## config.mk

```make
export PLATFORM = sky130hd
export DESIGN_NAME = sram_port_arbiter
export DESIGN_NICKNAME = d
export VERILOG_FILES = /design/src/rtl/sram_port_arbiter_pkg.sv /design/src/rtl/sram_arb_pick.sv /design/src/rtl/sram_port_arbiter.sv
export SDC_FILE = /design/constraint.sdc
export NUM_CORES = 1
export LEC_CHECK = 0
export BUFFER_PORTS_ARGS = -buffer_cell sky130_fd_sc_hd__buf_2
export CORE_MARGIN = 4
export CORE_UTILIZATION = 30
export CTS_BUF_LIST = sky130_fd_sc_hd__clkbuf_4
export CTS_CLUSTER_SIZE = 25
export DETAILED_ROUTE_END_ITERATION = 16
export GPL_ROUTABILITY_DRIVEN = 0
export GPL_TIMING_DRIVEN = 0
export PLACE_DENSITY = 0.65
export SYNTH_ARGS = -nofsm -noshare
export SYNTH_HDL_FRONTEND = slang
export SYNTH_SLANG_ARGS = --single-unit
```

## constraint.sdc

```tcl
create_clock -name clk -period 2.2 [get_ports clk]
set_input_delay 0.66 -clock clk [delete_from_list [all_inputs] [get_ports clk]]
set_output_delay 0.66 -clock clk [all_outputs]
set_load 0.01 [all_outputs]
```

## src/rtl/sram_port_arbiter_pkg.sv

```systemverilog
// Shared types and constants for the two-port SRAM encoder arbiter.
package sram_port_arbiter_pkg;

  // Sequencer states: one full encoder transaction per grant.
  typedef enum logic [2:0] {
    ST_IDLE       = 3'd0,
    ST_LAUNCH     = 3'd1,
    ST_WAIT_START = 3'd2,
    ST_WAIT_DONE  = 3'd3,
    ST_RESPOND    = 3'd4
  } arb_state_t;

  // Port identifiers as carried on the owner output.
  localparam logic ARB_PORT0 = 1'b0;
  localparam logic ARB_PORT1 = 1'b1;

  // Width of the starvation-guard counter (MAX_CONSEC up to 15).
  localparam int unsigned CONSEC_W = 4;

endpackage

```

## src/rtl/sram_arb_pick.sv

```systemverilog
// Combinational winner selection for a two-port arbiter.
// SRAM_ARB_ROUND_ROBIN_EN: strict alternation driven by an rr pointer;
// otherwise fixed priority to port 0 with a consecutive-grant guard for port 1.
module sram_arb_pick
  import sram_port_arbiter_pkg::*;
`ifndef SRAM_ARB_ROUND_ROBIN_EN
#(
  parameter int MAX_CONSEC = 4
)
`endif
(
  input  logic [1:0]          i_reqs,
`ifdef SRAM_ARB_ROUND_ROBIN_EN
  input  logic                i_rr,
`else
  input  logic [CONSEC_W-1:0] i_consec,
`endif
  output logic [1:0]          o_winner
);

  // One-hot winner; a lone requester always wins, contention is resolved by mode.
  always_comb begin
    o_winner = i_reqs;
    if (i_reqs == 2'b11) begin
`ifdef SRAM_ARB_ROUND_ROBIN_EN
      o_winner = i_rr ? 2'b10 : 2'b01;
`else
      o_winner = (i_consec == CONSEC_W'(MAX_CONSEC)) ? 2'b10 : 2'b01;
`endif
    end
  end

endmodule

```

## src/rtl/sram_port_arbiter.sv

```systemverilog
// Two-port arbiter in front of one spi_sram_encoder: grants one requester,
// sequences launch / busy / idle on the encoder, then returns read data.
// Build option SRAM_ARB_ROUND_ROBIN_EN selects round-robin instead of
// fixed priority with the MAX_CONSEC starvation guard.
module sram_port_arbiter
  import sram_port_arbiter_pkg::*;
#(
  parameter int WORD_WIDTH    = 16,
  parameter int ADDRESS_WIDTH = 16,
  parameter int MAX_CONSEC    = 4
) (
  input  logic                     clk,
  input  logic                     reset_n,
  input  logic                     p0_req,
  input  logic [ADDRESS_WIDTH-1:0] p0_addr,
  input  logic                     p0_we,
  input  logic [WORD_WIDTH-1:0]    p0_wdata,
  input  logic                     p1_req,
  input  logic [ADDRESS_WIDTH-1:0] p1_addr,
  input  logic                     p1_we,
  input  logic [WORD_WIDTH-1:0]    p1_wdata,
  output logic                     p0_gnt,
  output logic                     p1_gnt,
  output logic                     p0_done,
  output logic                     p1_done,
  output logic [WORD_WIDTH-1:0]    rdata,
  output logic                     mem_request,
  input  logic                     mem_busy,
  input  logic                     mem_initialized,
  output logic [ADDRESS_WIDTH-1:0] mem_address,
  output logic                     mem_write_enable,
  output logic [WORD_WIDTH-1:0]    mem_wdata,
  input  logic [WORD_WIDTH-1:0]    mem_rdata,
  output logic                     owner
);

  arb_state_t               r_state;
  arb_state_t               w_next;
  logic [ADDRESS_WIDTH-1:0] r_addr;
  logic                     r_we;
  logic [WORD_WIDTH-1:0]    r_wdata;
  logic [WORD_WIDTH-1:0]    r_rdata;
  logic                     r_owner;
  logic [1:0]               w_reqs;
  logic [1:0]               w_winner;
  logic                     w_can_grant;

  assign w_reqs = {p1_req, p0_req};

`ifdef SRAM_ARB_ROUND_ROBIN_EN
  logic r_rr;

  sram_arb_pick u_pick (
    .i_reqs   (w_reqs),
    .i_rr     (r_rr),
    .o_winner (w_winner)
  );

  // rr pointer flips on every grant so contention alternates.
  always_ff @(posedge clk or negedge reset_n) begin
    if (!reset_n)              r_rr <= 1'b0;
    else if (p0_gnt || p1_gnt) r_rr <= ~r_rr;
  end
`else
  logic [CONSEC_W-1:0] r_consec;

  sram_arb_pick #(.MAX_CONSEC(MAX_CONSEC)) u_pick (
    .i_reqs   (w_reqs),
    .i_consec (r_consec),
    .o_winner (w_winner)
  );

  // Count port-0 grants made while port 1 waits; any port-1 grant or idle port 1 clears it.
  always_ff @(posedge clk or negedge reset_n) begin
    if (!reset_n)
      r_consec <= '0;
    else if (p1_gnt || !p1_req)
      r_consec <= '0;
    else if (p0_gnt && (r_consec != CONSEC_W'(MAX_CONSEC)))
      r_consec <= r_consec + CONSEC_W'(1);
  end
`endif

  // Grant is combinational in IDLE; gating with reset_n keeps it low while reset is held.
  assign w_can_grant = reset_n && mem_initialized && !mem_busy && (|w_reqs);

  // Sequencer state register.
  always_ff @(posedge clk or negedge reset_n) begin
    if (!reset_n) r_state <= ST_IDLE;
    else          r_state <= w_next;
  end

  // Next-state and pulse outputs for the sequencer.
  always_comb begin
    w_next      = r_state;
    p0_gnt      = 1'b0;
    p1_gnt      = 1'b0;
    p0_done     = 1'b0;
    p1_done     = 1'b0;
    mem_request = 1'b0;
    unique case (r_state)
      ST_IDLE: begin
        if (w_can_grant) begin
          p0_gnt = w_winner[0];
          p1_gnt = w_winner[1];
          w_next = ST_LAUNCH;
        end
      end
      ST_LAUNCH: begin
        mem_request = 1'b1;
        w_next      = ST_WAIT_START;
      end
      ST_WAIT_START: begin
        if (mem_busy) w_next = ST_WAIT_DONE;
      end
      ST_WAIT_DONE: begin
        if (!mem_busy) w_next = ST_RESPOND;
      end
      ST_RESPOND: begin
        p0_done = (r_owner == ARB_PORT0);
        p1_done = (r_owner == ARB_PORT1);
        w_next  = ST_IDLE;
      end
      default: w_next = ST_IDLE;
    endcase
  end

  // Latch the winner's command at grant; held unchanged until the next grant.
  always_ff @(posedge clk or negedge reset_n) begin
    if (!reset_n) begin
      r_owner <= ARB_PORT0;
      r_addr  <= '0;
      r_we    <= 1'b0;
      r_wdata <= '0;
    end else if (p0_gnt || p1_gnt) begin
      r_owner <= p1_gnt ? ARB_PORT1 : ARB_PORT0;
      r_addr  <= p1_gnt ? p1_addr  : p0_addr;
      r_we    <= p1_gnt ? p1_we    : p0_we;
      r_wdata <= p1_gnt ? p1_wdata : p0_wdata;
    end
  end

  // Capture encoder read data as busy falls; writes leave rdata untouched.
  always_ff @(posedge clk or negedge reset_n) begin
    if (!reset_n)
      r_rdata <= '0;
    else if ((r_state == ST_WAIT_DONE) && !mem_busy && !r_we)
      r_rdata <= mem_rdata;
  end

  assign rdata            = r_rdata;
  assign mem_address      = r_addr;
  assign mem_write_enable = r_we;
  assign mem_wdata        = r_wdata;
  assign owner            = r_owner;

endmodule

```

### After elaboration in Yosys (flattened, before gate mapping)

Cells that the tools add are included.

| storage, ports and cells | value |
|---|---|
| register bits | 57 |
| input bits | 88 |
| output and inout bits | 55 |
| word-level logic and storage cells | 53 |

| operators by class | value |
|---|---|
| add/subtract/negate cells | 1 |
| equal/unequal tests | 10 |
| multiplexer cells | 19 |
| bitwise operators | 1 |
| reduce and logical (&&, ||, !) cells | 15 |

Operator list:

| operator | number |
|---|---|
| 16-bit 2-to-1 mux | 2 |
| 3-bit one-hot mux with 4 select lines | 1 |
| 1-bit 2-to-1 mux | 9 |
| 3-bit 2-to-1 mux | 3 |
| 4-bit 2-to-1 mux | 2 |
| 3-bit by 2-bit equality test with 1-bit output, second input constant | 2 |
| 1-bit logical AND | 6 |
| 2-bit != test, second input constant | 3 |
| 4-bit by 1-bit adder with 4-bit output, second input constant | 1 |
| 4-bit by 3-bit equality test with 1-bit output, second input constant | 1 |
| 2-bit 2-to-1 mux | 2 |
| 4-bit by 3-bit != test with 1-bit output, second input constant | 1 |
| 3-bit by 1-bit equality test with 1-bit output, second input constant | 1 |
| 3-bit equality test, second input constant | 1 |
| 1-bit zero test | 3 |
| 3-bit zero test | 1 |
| 3-bit AND reduction | 1 |
| 2-bit equality test, second input constant | 1 |
| 1-bit logical OR | 2 |
| 2-bit nonzero test | 1 |
| 2-bit OR reduction | 1 |
| 1-bit NOT | 1 |

### Longest topological paths before layout

Gate-level depths: netlist (run 1).

| logic depth | value |
|---|---|
| word-level depth | 8 |
| gate-level depth with buffers | 8 |
| mapped depth without buffers | 6 |

### By module

Synthesis (run 1) repeated with hierarchy kept, for this count alone.

| unflattened totals | value |
|---|---|
| cells, all modules | 240 |
| area, all modules | 2,791.4 sq um |

Modules (own cells, without submodules):

| module | instances | cells each | area an instance (sq um) | seq. area each (sq um) |
|---|---|---|---|---|
| sram_port_arbiter | 1 | 236 | 2,751.4 | 1,426.4 |
| sram_arb_pick | 1 | 4 | 40.0 | 0.0 |

### Least setup slack after synthesis (run 1)

No wires, ideal clock.

| timing path | value |
|---|---|
| path type | in2out |
| from | in reset_n |
| to | out p0_gnt |
| arrival | 1.696 ns |
| data required time | 1.540 ns |
| setup slack | -0.156 ns |
| stages | 5 |
| buffers on the path | 2 |
| cell sequence | nand4bb_4 -> or4_1 -> buf_2 -> buf_6 -> nor2_1 |

| on the way | value |
|---|---|
| cells in the longest elaborated chain, start to end | 5 |

RTL lines:

| what | RTL line | source |
|---|---|---|
| from (decl) | sram_port_arbiter.sv:13 | `input logic reset_n,` |
| 1-bit logical AND (3 in series) | sram_port_arbiter.sv:85 | `assign w_can_grant = reset_n && mem_initialized && !mem_busy && (\|w_reqs);` |
| 1-bit 2-to-1 mux | sram_port_arbiter.sv:103 | `if (w_can_grant) begin` |
| 1-bit 2-to-1 mux | sram_port_arbiter.sv:101 | `unique case (r_state)` |
| to (decl) | sram_port_arbiter.sv:22 | `output logic p0_gnt,` |

Every way passes these cells.

### Worst setup path after layout (run 1)

| timing path | value |
|---|---|
| from | reg r_state[0] |
| to | out p1_gnt |

| on the way | value |
|---|---|
| cells in the longest elaborated chain, start to end | 2 |

RTL lines:

| what | RTL line | source |
|---|---|---|
| from (decl) | sram_port_arbiter.sv:37 | `arb_state_t r_state;` |
| from (signal assigned) | sram_port_arbiter.sv:90 | `else r_state <= w_next;` |
| 3-bit zero test | sram_port_arbiter.sv:101 |  |
| 1-bit 2-to-1 mux | sram_port_arbiter.sv:101 |  |
| to (decl) | sram_port_arbiter.sv:23 | `output logic p1_gnt,` |

Every way passes these cells.

==> summary.md, run 1 <==
- Clock Tree Buf Depth: 2
- CP Data Required Time: 1.54 ns
- count of cell instances traversed by the critical path: 5
- port buffer count: 142
- clk sink count: 57
- Core Region: 8341 µm²
- count of buffer and inverter cells on the critical path: 2
- Setup CP Type: reg2out
- clk_lat worst skew: 0.38 ns
- asr flop ratio synth: 100.0%
- number of DRC markers after the initial detailed-route iteration: 83
- Chip Height: 101.4 µm
- maximum frequency from static timing analysis: 388.4 MHz
- R2R depth: 7
- global-route wire length before repair: 13,000 µm
- count of TritonRoute iterations in the first routing pass: 4
- Syn-to-layout area delta: 41.87%
- dominant register cell in the synthesized netlist: sky130_fd_sc_hd__dfrtp_1
- fraction of final layout cells sized beyond drive strength 1: 46.85%
- number of DRC violations after detailed routing: 0
- startpoint kind of the worst setup timing path: register
- number of synthesis warnings: 0
- result of the run: complete, but fails checks
- Wirelength per Cell: 15.28 µm
- power density over cell area: 1101 nW/µm²
- chain of cells forming the critical path: nand4bb_4, or4_4, buf_12, nor2_4, buf_6
- Final Slew Violations: 0
- instance count after placement with tap cells included: 515
- number of antenna violations at the first check in global routing: 0
- critical register-to-register path endpoint: mem_address[11]
- TritonCTS clock tree: built
- Power, Total: 4089 µW
- Hold Slack: 0.09230 ns
- class of the most critical hold timing path: in2async
- top area cells in the synthesized netlist: sky130_fd_sc_hd__dfrtp_1 (54%), sky130_fd_sc_hd__a21oi_1 (13%), sky130_fd_sc_hd__mux2_2 (6.9%)
- combinational family with the most area after synthesis: simple AND/OR/NAND/NOR gates
- via count of the first global-routing pass: 2,686
- final core utilization: 44.52%
- area fraction in and, or, nand and nor cells after synthesis: 17.78%
- area of the mapped netlist: 2618 µm²
- Die Outline Area: 10,280 µm²
- number of nets in the final layout: 515
- initial core utilization: 31.38%
- setup violators final: 2
- # Max-Cap Violations: 0
- Slew HR: 64.90%
- max incr delay on CP: 0.55 ns
- violated checks: setup timing
- routed vias/inst: 4.712
- cell at the root of the clock tree: sky130_fd_sc_hd__clkbuf_4
- die boundary width: 101.4 µm
- number of nets in the synthesized netlist: 358
- worst slack at placement: -1.486 ns
- Post-Syn Area per Cell: 9.767 µm²
- maximum number of pins on one net before global-route repair: 30
- maximum level of the CTS H-tree: 3
- leakage power: 0.001865 µW
- Unique masters post-synth: 36
- adder-cell share of the synthesized area: 0.9560%
- RSZ-0062 raised after global routing: yes
- number of synthesized register bits: 57
- Total GRT Usage: 16.28%
- routed wire length: 8157 µm
- sequential element share of the synthesized area: 54.49%
- r2r setup slk: 0.21 ns
- worst-path cell with the longest stage delay: sky130_fd_sc_hd__or4_4
- xor-xnor portion of the synthesized cell area: 0%
- total congestion overflow: 0
- area fraction in compound gates after synthesis: 15.20%
- kind of cell with the highest combined delay on the critical path: simple AND/OR/NAND/NOR gates
- CTS Buf Count: 9
- most repeated cell in the gate-level netlist after synthesis: sky130_fd_sc_hd__a21oi_1
- biggest fanout along the worst timing path: 10
- Final Worst Setup Slack: -0.3745 ns
- critical path arrival: 1.91 ns
- reg-to-reg critical path startpoint: r_state[0]
- via total after detailed routing: 2,516
- total half-perimeter wirelength after legalization and detailed placement: 5976 µm
- proportion of synthesized area in mux cells: 6.883%
- top cell type by total area after synthesis: sky130_fd_sc_hd__dfrtp_1
- clock slew at the register clock pins of the worst setup and hold paths: 0.09 ns
- commonest cells in the netlist: sky130_fd_sc_hd__a21oi_1 (66), sky130_fd_sc_hd__dfrtp_1 (57), sky130_fd_sc_hd__nand2_1 (39)
- Post-synth EDFFs: 0
- post-layout min period: 2.574 ns
- Clock Skews: 0.01133 ns
- fraction of synthesized cell area taken by the top area cell type: 54.49%
- CP endpoint kind: output pin
- number of antenna diodes: 0
- final period utilization: 117.0%
- count of antenna-violating nets left after detailed routing: 0
- instance count of the mapped netlist: 268
- number of buffers inserted for hold repair after clock tree synthesis: 0
- row count: 33
- Hold Violations, Final: 0
- IR Drop Worst-Case VDD: 0.0003922 V
- post-route non-filler standard cell count: 534
- Top-Level Pins: 143
- slew at the pin with the worst max-slew slack: 0.5226 ns
## metrics by stage
stage / TNS, ns / cell area [µm²]
floorplan: -0.1887 / 2626
global placement: -36.77 / 3468
detailed placement: -38.34 / 3468
CTS: -0.9113 / 3699
global route: -0.9278 / 3714
finish: -0.7381 / 3714
## layout make-up
class	count	area [µm²]
inverters	3	11.26
flip-flops and latches	57	1426
fillers	818	4627
clock buffers	9	67.56
plain buffers	15	113.9
multi-input cells	190	1090
repair buffers	149	823.3
well taps	105	131.4
clock inverters	6	50.05
## cells by family (layout without fill, tap and decap cells)
logic type,after synthesis,in the layout
buffers and inverters,21,182
flip-flops,57,57
AND/OR/NAND/NOR,97,97
AO/OA/AOI/OAI,75,75
multiplexers,16,16
adder cells (fa/ha/maj),2,2
## flip-flops by register name, summed over array words and instances (netlist names)
name,count
rdata,16
mem_wdata,16
owner,1
mem_write_enable,1
mem_address,16
r_state,3
r_consec,4
## per-layer routing
metal  wire length [µm]  GRT usage (%)  share of wire (%)
met1               3480          19.78                 43
met4                 85          5.521                1.0
met3                902          5.923                 11
met2               3689          26.76                 45
met5                  0              0                  0
## worst reg2reg max path: cells and delay by family, from the launching register on
family | cells | cell delay (ns)
AOI/OAI and AO/OA | 1 | 0.12
and+or+nand+nor | 3 | 0.76
buffers and inverters | 3 | 0.63
DFF | 1 | 0.39
## worst max path at each step
stage               startpoint     end  slack (ns)
floorplan              reset_n  p1_gnt       -0.10
global placement       reset_n  p1_gnt       -1.46
detailed placement     reset_n  p1_gnt       -1.49
CTS                 r_state[1]  p1_gnt       -0.46
global route        r_state[0]  p1_gnt       -0.47
finish              r_state[0]  p1_gnt       -0.37
## timing repair
item	in CTS	in global routing
setup endpoints to repair	40	19
pin swaps	1	1
cloned	1	0
resized for setup	14	8
buffers inserted	4	2
## where the power goes
group	total, µW	switching, µW	internal (µW)
clock network	705	380	324
registers	1780	248	1530
logic	1610	819	787
## placed cells by master (no fill, tap or decap), types with 7 or more instances in the layout
| master | n |
|---|---|
| sky130_fd_sc_hd__clkbuf_4 | 9 |
| sky130_fd_sc_hd__nand2_1 | 39 |
| sky130_fd_sc_hd__dfrtp_1 | 57 |
| sky130_fd_sc_hd__buf_4 | 7 |
| sky130_fd_sc_hd__mux2_2 | 16 |
| sky130_fd_sc_hd__nor2_1 | 36 |
| sky130_fd_sc_hd__buf_2 | 144 |
| sky130_fd_sc_hd__a21oi_1 | 66 |
Power figures use the tool's default switching activity.
==> run 2, diff against run 1 <==
PLACE_DENSITY = 0.63   (was 0.65)
clock period = 3.3 ns   (was 2.2 ns; I/O delays follow)
==> run 2 against run 1 <==
Against the previous run:
- the run now ends clean
- non-clock buffer count decreased by 2
- die area did not move
- worst hold slack better by 0.31 ns
- worst setup slack better by 0.43 ns
- clock skew is essentially flat
==> summary.md, run 2 (synthesized netlist as in run 1, its figures left out) <==
- routed vias/inst: 4.709, about the same
- clk sink count: 57, unchanged
- port buffer count: 142, unchanged
- highest-count cells in the layout ignoring fill and taps: sky130_fd_sc_hd__buf_2 (147), sky130_fd_sc_hd__a21oi_1 (66), sky130_fd_sc_hd__dfrtp_1 (57)
- RSZ-0062 raised after global routing: no
- Clock Tree Buf Depth: 2, unchanged
- critical register-to-register path endpoint: mem_address[3]
- area used by sequential logic in the layout: 1426 µm², unchanged
- clock group share of total power: 20.3%, +3.1 points
- net switching power: 955.3 µW, -34%
- clk_lat worst skew: 0.38 ns, about the same
- reg-to-reg critical path startpoint: r_consec[0]
- maximum frequency from static timing analysis: 308.6 MHz
- most common library cell in the layout ignoring fill and taps: sky130_fd_sc_hd__buf_2
- Sw Share: 34.18%, -1.2 points
- share of power burned in combinational logic: 36.8%, -2.5 points
- initial core utilization: 31.38%, unchanged
- CP Data Required Time: 2.31 ns, +0.77 ns
- Die Outline Area: 10,280 µm², unchanged
- biggest fanout along the worst timing path: 15, +5
- chain of cells forming the critical path: buf_16, nand4bb_4, or4_4, buf_6, buf_6, nor2_4, buf_2
- cell at the root of the clock tree: sky130_fd_sc_hd__clkbuf_4
- number of buffers inserted for hold repair after clock tree synthesis: 0, unchanged
- Slew HR: 57.71%, -7.2 points
- total half-perimeter wirelength after legalization and detailed placement: 5826 µm, -2.5%
- CP endpoint kind: output pin
- sequential power share: 42.9%, -0.6 points
- Top-Level Pins: 143, unchanged
- Chip Height: 101.4 µm, unchanged
- leakage power: 0.001875 µW, +0.53%
- Core Region: 8341 µm², unchanged
- Wirelength per Cell: 15.00 µm, -1.8%
- count of TritonRoute iterations in the first routing pass: 4, unchanged
- die boundary width: 101.4 µm, unchanged
- clock slew at the register clock pins of the worst setup and hold paths: 0.09 ns, about the same
- count of antenna-violating nets left after detailed routing: 0, unchanged
- Hold Violations, Final: 0, unchanged
- post-layout min period: 3.240 ns
- setup violators final: 0, -2
- kind of cell with the highest combined delay on the critical path: simple AND/OR/NAND/NOR gates
- Clock Skews: 0.01142 ns, +0.00009370 ns
- worst-path cell with the longest stage delay: sky130_fd_sc_hd__or4_4
- number of antenna diodes: 0, unchanged
- instance count after placement with tap cells included: 515, unchanged
- CTS Buf Count: 9, unchanged
- post-placement cell area: 3460 µm², -0.25%
- startpoint kind of the worst setup timing path: input port
- maximum level of the CTS H-tree: 3, unchanged
- # Max-Cap Violations: 0, unchanged
- IR Drop Worst-Case VDD: 0.0003243 V, -17%
- TritonCTS clock tree: built
- Final Slew Violations: 0, unchanged
- maximum number of pins on one net before global-route repair: 30, unchanged
- post-route non-filler standard cell count: 532, -0.37%
- class of the most critical hold timing path: in2async
- final-layout fill cell count: 838, +2.4%
- max incr delay on CP: 0.50 ns, -0.05 ns
- number of nets in the final layout: 513, -0.39%
- total congestion overflow: 0, unchanged
- global-route wire length before repair: 12,610 µm, -3.0%
- via count of the first global-routing pass: 2,649, -1.4%
- critical path arrival: 2.25 ns, +0.34 ns
- via total after detailed routing: 2,505, -0.44%
- R2R depth: 7, unchanged
- Setup CP Type: in2out
- number of DRC violations after detailed routing: 0, unchanged
- Syn-to-layout area delta: 41.83%, about the same
- routed wire length: 7981 µm, -2.2%
- Total GRT Usage: 15.85%, -0.43 points
- post-route design area: 3712 µm², about the same
- number of DRC markers after the initial detailed-route iteration: 43, -48%
- r2r setup slk: 1.22 ns, +1.01 ns
- Most Frequent Cell on Critical Path: sky130_fd_sc_hd__buf_6
- slew at the pin with the worst max-slew slack: 0.6297 ns, +0.1070 ns
- count of buffer and inverter cells on the critical path: 4, +2
- internal power of the cells: 1840 µW, -30%
- number of antenna violations at the first check in global routing: 0, unchanged
- power density over cell area: 752.9 nW/µm², -32%
- final core utilization: 44.51%, about the same
- area of combinational cells with multiple inputs: 1072 µm², -1.6%
- row count: 33, unchanged
- final period utilization: 98.18%
- fraction of final layout cells sized beyond drive strength 1: 46.14%, -0.72 points
- result of the run: finished clean
[run 2: what timing repair did]
action | 4_1_cts | 5_1_grt
pin swaps | 0 | 1
setup buffers | 0 | 1
cloned | 2 | 0
gates resized for setup | 8 | 0
endpoints found under the setup margin | 2 | 2
[run 2: cell type report]
type | instances | area share [%]
clock buffers | 11 | 2.224
flip-flops and latches | 57 | 38.42
inverters | 3 | 0.3033
clock inverters | 4 | 1.854
well taps | 105 | 3.539
multi-input cells | 190 | 28.88
repair buffers | 145 | 21.71
plain buffers | 17 | 3.067
[run 2: how the worst max path moves through the flow]
stage / to / cells after the start / from
after global routing: p1_gnt / 7 / reset_n
final: p1_gnt / 7 / reset_n
after floorplan: p0_gnt / 5 / reset_n
after detailed placement: p1_gnt / 7 / reset_n
after global placement: p1_gnt / 7 / reset_n
after CTS: p1_gnt / 7 / reset_n
[run 2: power groups by stage]
stage | Sequential [µW] | Clock, µW | Combinational [µW]
2_1_floorplan | 1350 | 0 | 387
3_3_place_gp | 1200 | 0 | 1010
3_5_place_dp | 1210 | 0 | 1040
4_1_cts | 1200 | 585 | 1050
5_1_grt | 1240 | 621 | 1150
6_report | 1200 | 567 | 1030
[run 2: worst reg2reg max path, delay by kind of cell (launching register included)]
family | cells | cell delay, ns
AND/OR/NAND/NOR | 2 | 0.56
flip-flops | 1 | 0.42
AO/OA/AOI/OAI | 2 | 0.30
buffers and inverters | 2 | 0.50
adder cells (fa/ha/maj) | 1 | 0.21
[run 2: through the flow]
| stage | setup WS (ns) | TNS [ns] | total power (µW) | hold slack (ns) |
|---|---|---|---|---|
| 2_1_floorplan | 0.2837 | 0 | 1740 | 0.4818 |
| 3_3_place_gp | -1.048 | -7.330 | 2216 | 0.4852 |
| 3_5_place_dp | -1.051 | -9.909 | 2246 | 0.4953 |
| 4_1_cts | 0.00009170 | 0 | 2836 | 0.3837 |
| 5_1_grt | 0.004665 | 0 | 3009 | 0.3706 |
| 6_report | 0.05996 | 0 | 2795 | 0.4062 |
[run 2: per-layer routing]
| layer | wire length (µm) | vias to the layer above | part of all wire, % | GRT usage (%) |
|---|---|---|---|---|
| li1 | - | 1220 | - | - |
| met1 | 3385 | 1184 | 42 | 19.66 |
| met2 | 3913 | 90 | 49 | 26.66 |
| met3 | 585 | 11 | 7.3 | 4.339 |
| met4 | 97 | 0 | 1.2 | 5.317 |
| met5 | 0 | - | 0 | 0 |
==> run 3, diff against run 2 <==
BUFFER_PORTS_ARGS = unset   (was -buffer_cell sky130_fd_sc_hd__buf_2)
CORE_MARGIN = 2   (was 4)
DONT_BUFFER_PORTS = 1   (was unset)
PLACE_DENSITY = 0.49   (was 0.63)
==> run 3 against run 2 <==
Against the previous run:
- clock-buffer cell count shrank 1
- flip-flop and latch count is the same
- register-to-register slack lost 0.12 ns
- total power shrank 16%
- worst setup slack gained 0.19 ns
- sequential share of layout area grew 11 points
- die area shrank 7.7%
- critical path depth shrank 2
- critical path type unchanged
- critical endpoint unchanged
- largest cell class unchanged
==> summary.md, run 3 (synthesized netlist as in run 1, its figures left out) <==
- routing layer with the top usage in global route: met2
- Die Outline Area: 9488 µm², -7.7%
- post-CTS repair timing setup buffer count: 0, unchanged
- met1 Use GR: 19.33%, -0.34 points
- final core utilization: 33.45%, -11 points
- class of the most critical hold timing path: in2async
- clock slew at the register clock pins of the worst setup and hold paths: 0.11 ns, +0.02 ns
- Wirelength per Cell: 18.06 µm, +20%
- # Max-Cap Violations: 0, unchanged
- maximum level of the CTS H-tree: 3, unchanged
- TritonCTS clock tree: built
- critical path arrival: 2.06 ns, -0.19 ns
- Chip Height: 97.41 µm, -3.9%
- CP endpoint kind: output pin
- most common library cell in the layout ignoring fill and taps: sky130_fd_sc_hd__a21oi_1
- total half-perimeter wirelength after legalization and detailed placement: 4971 µm, -15%
- number of DRC violations after detailed routing: 0, unchanged
- TNS Setup: 0 ns, unchanged
- Hold Slack: 0.2653 ns, -0.1410 ns
- highest-count cells in the layout ignoring fill and taps: sky130_fd_sc_hd__a21oi_1 (66), sky130_fd_sc_hd__dfrtp_1 (57), sky130_fd_sc_hd__nand2_1 (39)
- power density over cell area: 815.4 nW/µm², +8.3%
- cell at the root of the clock tree: sky130_fd_sc_hd__clkbuf_4
- M3 GR Usage: 5.252%, +0.91 points
- Slew HR: 58.72%, +1.0 points
- routed wire length: 7042 µm, -12%
- reg-to-reg critical path startpoint: r_consec[0]
- Total GRT Usage: 15.32%, -0.53 points
- fraction of final layout cells sized beyond drive strength 1: 18.09%, -28 points
- Core Region: 8593 µm², +3.0%
- Syn-to-layout area delta: 9.799%
- global-route track usage on met2: 24.03%, -2.6 points
- post-placement cell area: 2753 µm², -20%
- number of antenna diodes: 0, unchanged
- Top-Level Pins: 143, unchanged
- post-route non-filler standard cell count: 390, -27%
- number of antenna violations at the first check in global routing: 0, unchanged
- Clock Tree Buf Depth: 2, unchanged
- count of antenna-violating nets left after detailed routing: 0, unchanged
- die boundary width: 97.41 µm, -3.9%
- via count of the first global-routing pass: 2,119, -20%
- CTS Buf Count: 9, unchanged
- slew at the pin with the worst max-slew slack: 0.6192 ns, -0.01046 ns
- Final Slew Violations: 0, unchanged
- maximum frequency from static timing analysis: 328.3 MHz, +6.4%
- Hold Violations, Final: 0, unchanged
- post-route design area: 2874 µm², -23%
- setup violators final: 0, unchanged
- RSZ-0062 raised after global routing: no
- clk sink count: 57, unchanged
- global-route wire length before repair: 11,090 µm, -12%
- biggest fanout along the worst timing path: 58, +43
- count of TritonRoute iterations in the first routing pass: 4, unchanged
- row count: 34, +3.0%
- post-layout min period: 3.046 ns, -0.1940 ns
- result of the run: finished clean
- startpoint kind of the worst setup timing path: input port
- instance count after placement with tap cells included: 376, -27%
- via total after detailed routing: 2,004, -20%
- final period utilization: 92.30%, -5.9 points
- leakage power: 0.001233 µW, -34%
- first element of the critical path: reset_n
- IR Drop Worst-Case VDD: 0.0002630 V, -19%
- CP Data Required Time: 2.31 ns, about the same
- clk_lat worst skew: 0.40 ns, +0.02 ns
- number of nets in the final layout: 368, -28%
- port buffer count: 0, -100%
- number of DRC markers after the initial detailed-route iteration: 45, +4.7%
- routed vias/inst: 5.138, +9.1%
- Setup CP Type: in2out
- maximum number of pins on one net before global-route repair: 59, +97%
- initial core utilization: 30.46%, -0.92 points
- Clock Skews: 0.02003 ns, +0.008615 ns
- total congestion overflow: 0, unchanged
run 3: area by class of cell:
class	instances	area, µm²
well taps	108	135.1
inverters	3	11.26
plain buffers	17	107.6
flip-flops and latches	57	1426
clock buffers	10	75.07
fillers	928	5719
clock inverters	5	47.55
multi-input cells	190	1071
run 3: worst max-delay path, cell delays in order:
cell                        delay [ns]
sky130_fd_sc_hd__nand4bb_4        0.13
sky130_fd_sc_hd__or4_1            0.47
sky130_fd_sc_hd__buf_2            0.17
sky130_fd_sc_hd__buf_6            0.15
sky130_fd_sc_hd__nor2_4           0.13
run 3: metal layers:
layer	vias to the layer above	part of all wire (%)
li1	929	-
met1	966	45
met2	101	45
met3	8	8.7
met4	0	1.6
met5	-	0
run 3: worst paths after layout:
kind / slack (ns) / endpoint / cells past startpoint
max: 0.25 / p1_gnt / 5
min: 0.27 / r_consec[2] / 0
max reg2reg: 1.10 / mem_address[3] / 8
min reg2reg: 0.53 / r_state[1] / 1
max in group asynchronous: 2.93 / mem_wdata[6] / 0
min in group clk: 0.53 / r_state[1] / 1
run 3: through the flow:
step | power [µW] | setup WS (ns)
6_report | 2344 | 0.2540
5_1_grt | 2519 | 0.1644
4_1_cts | 2385 | 0.2389
3_5_place_dp | 1883 | 0.1183
3_3_place_gp | 1867 | 0.1083
2_1_floorplan | 1740 | 0.2837
run 3: what timing repair did:
action,CTS,global route
hold buffers,0,0
endpoints found under the setup margin,1,0
resized for setup,1,0
run 3: where the power goes:
group          switching (µW)  internal (µW)
sequential                381           1020
clock                     263            228
combinational             208            240
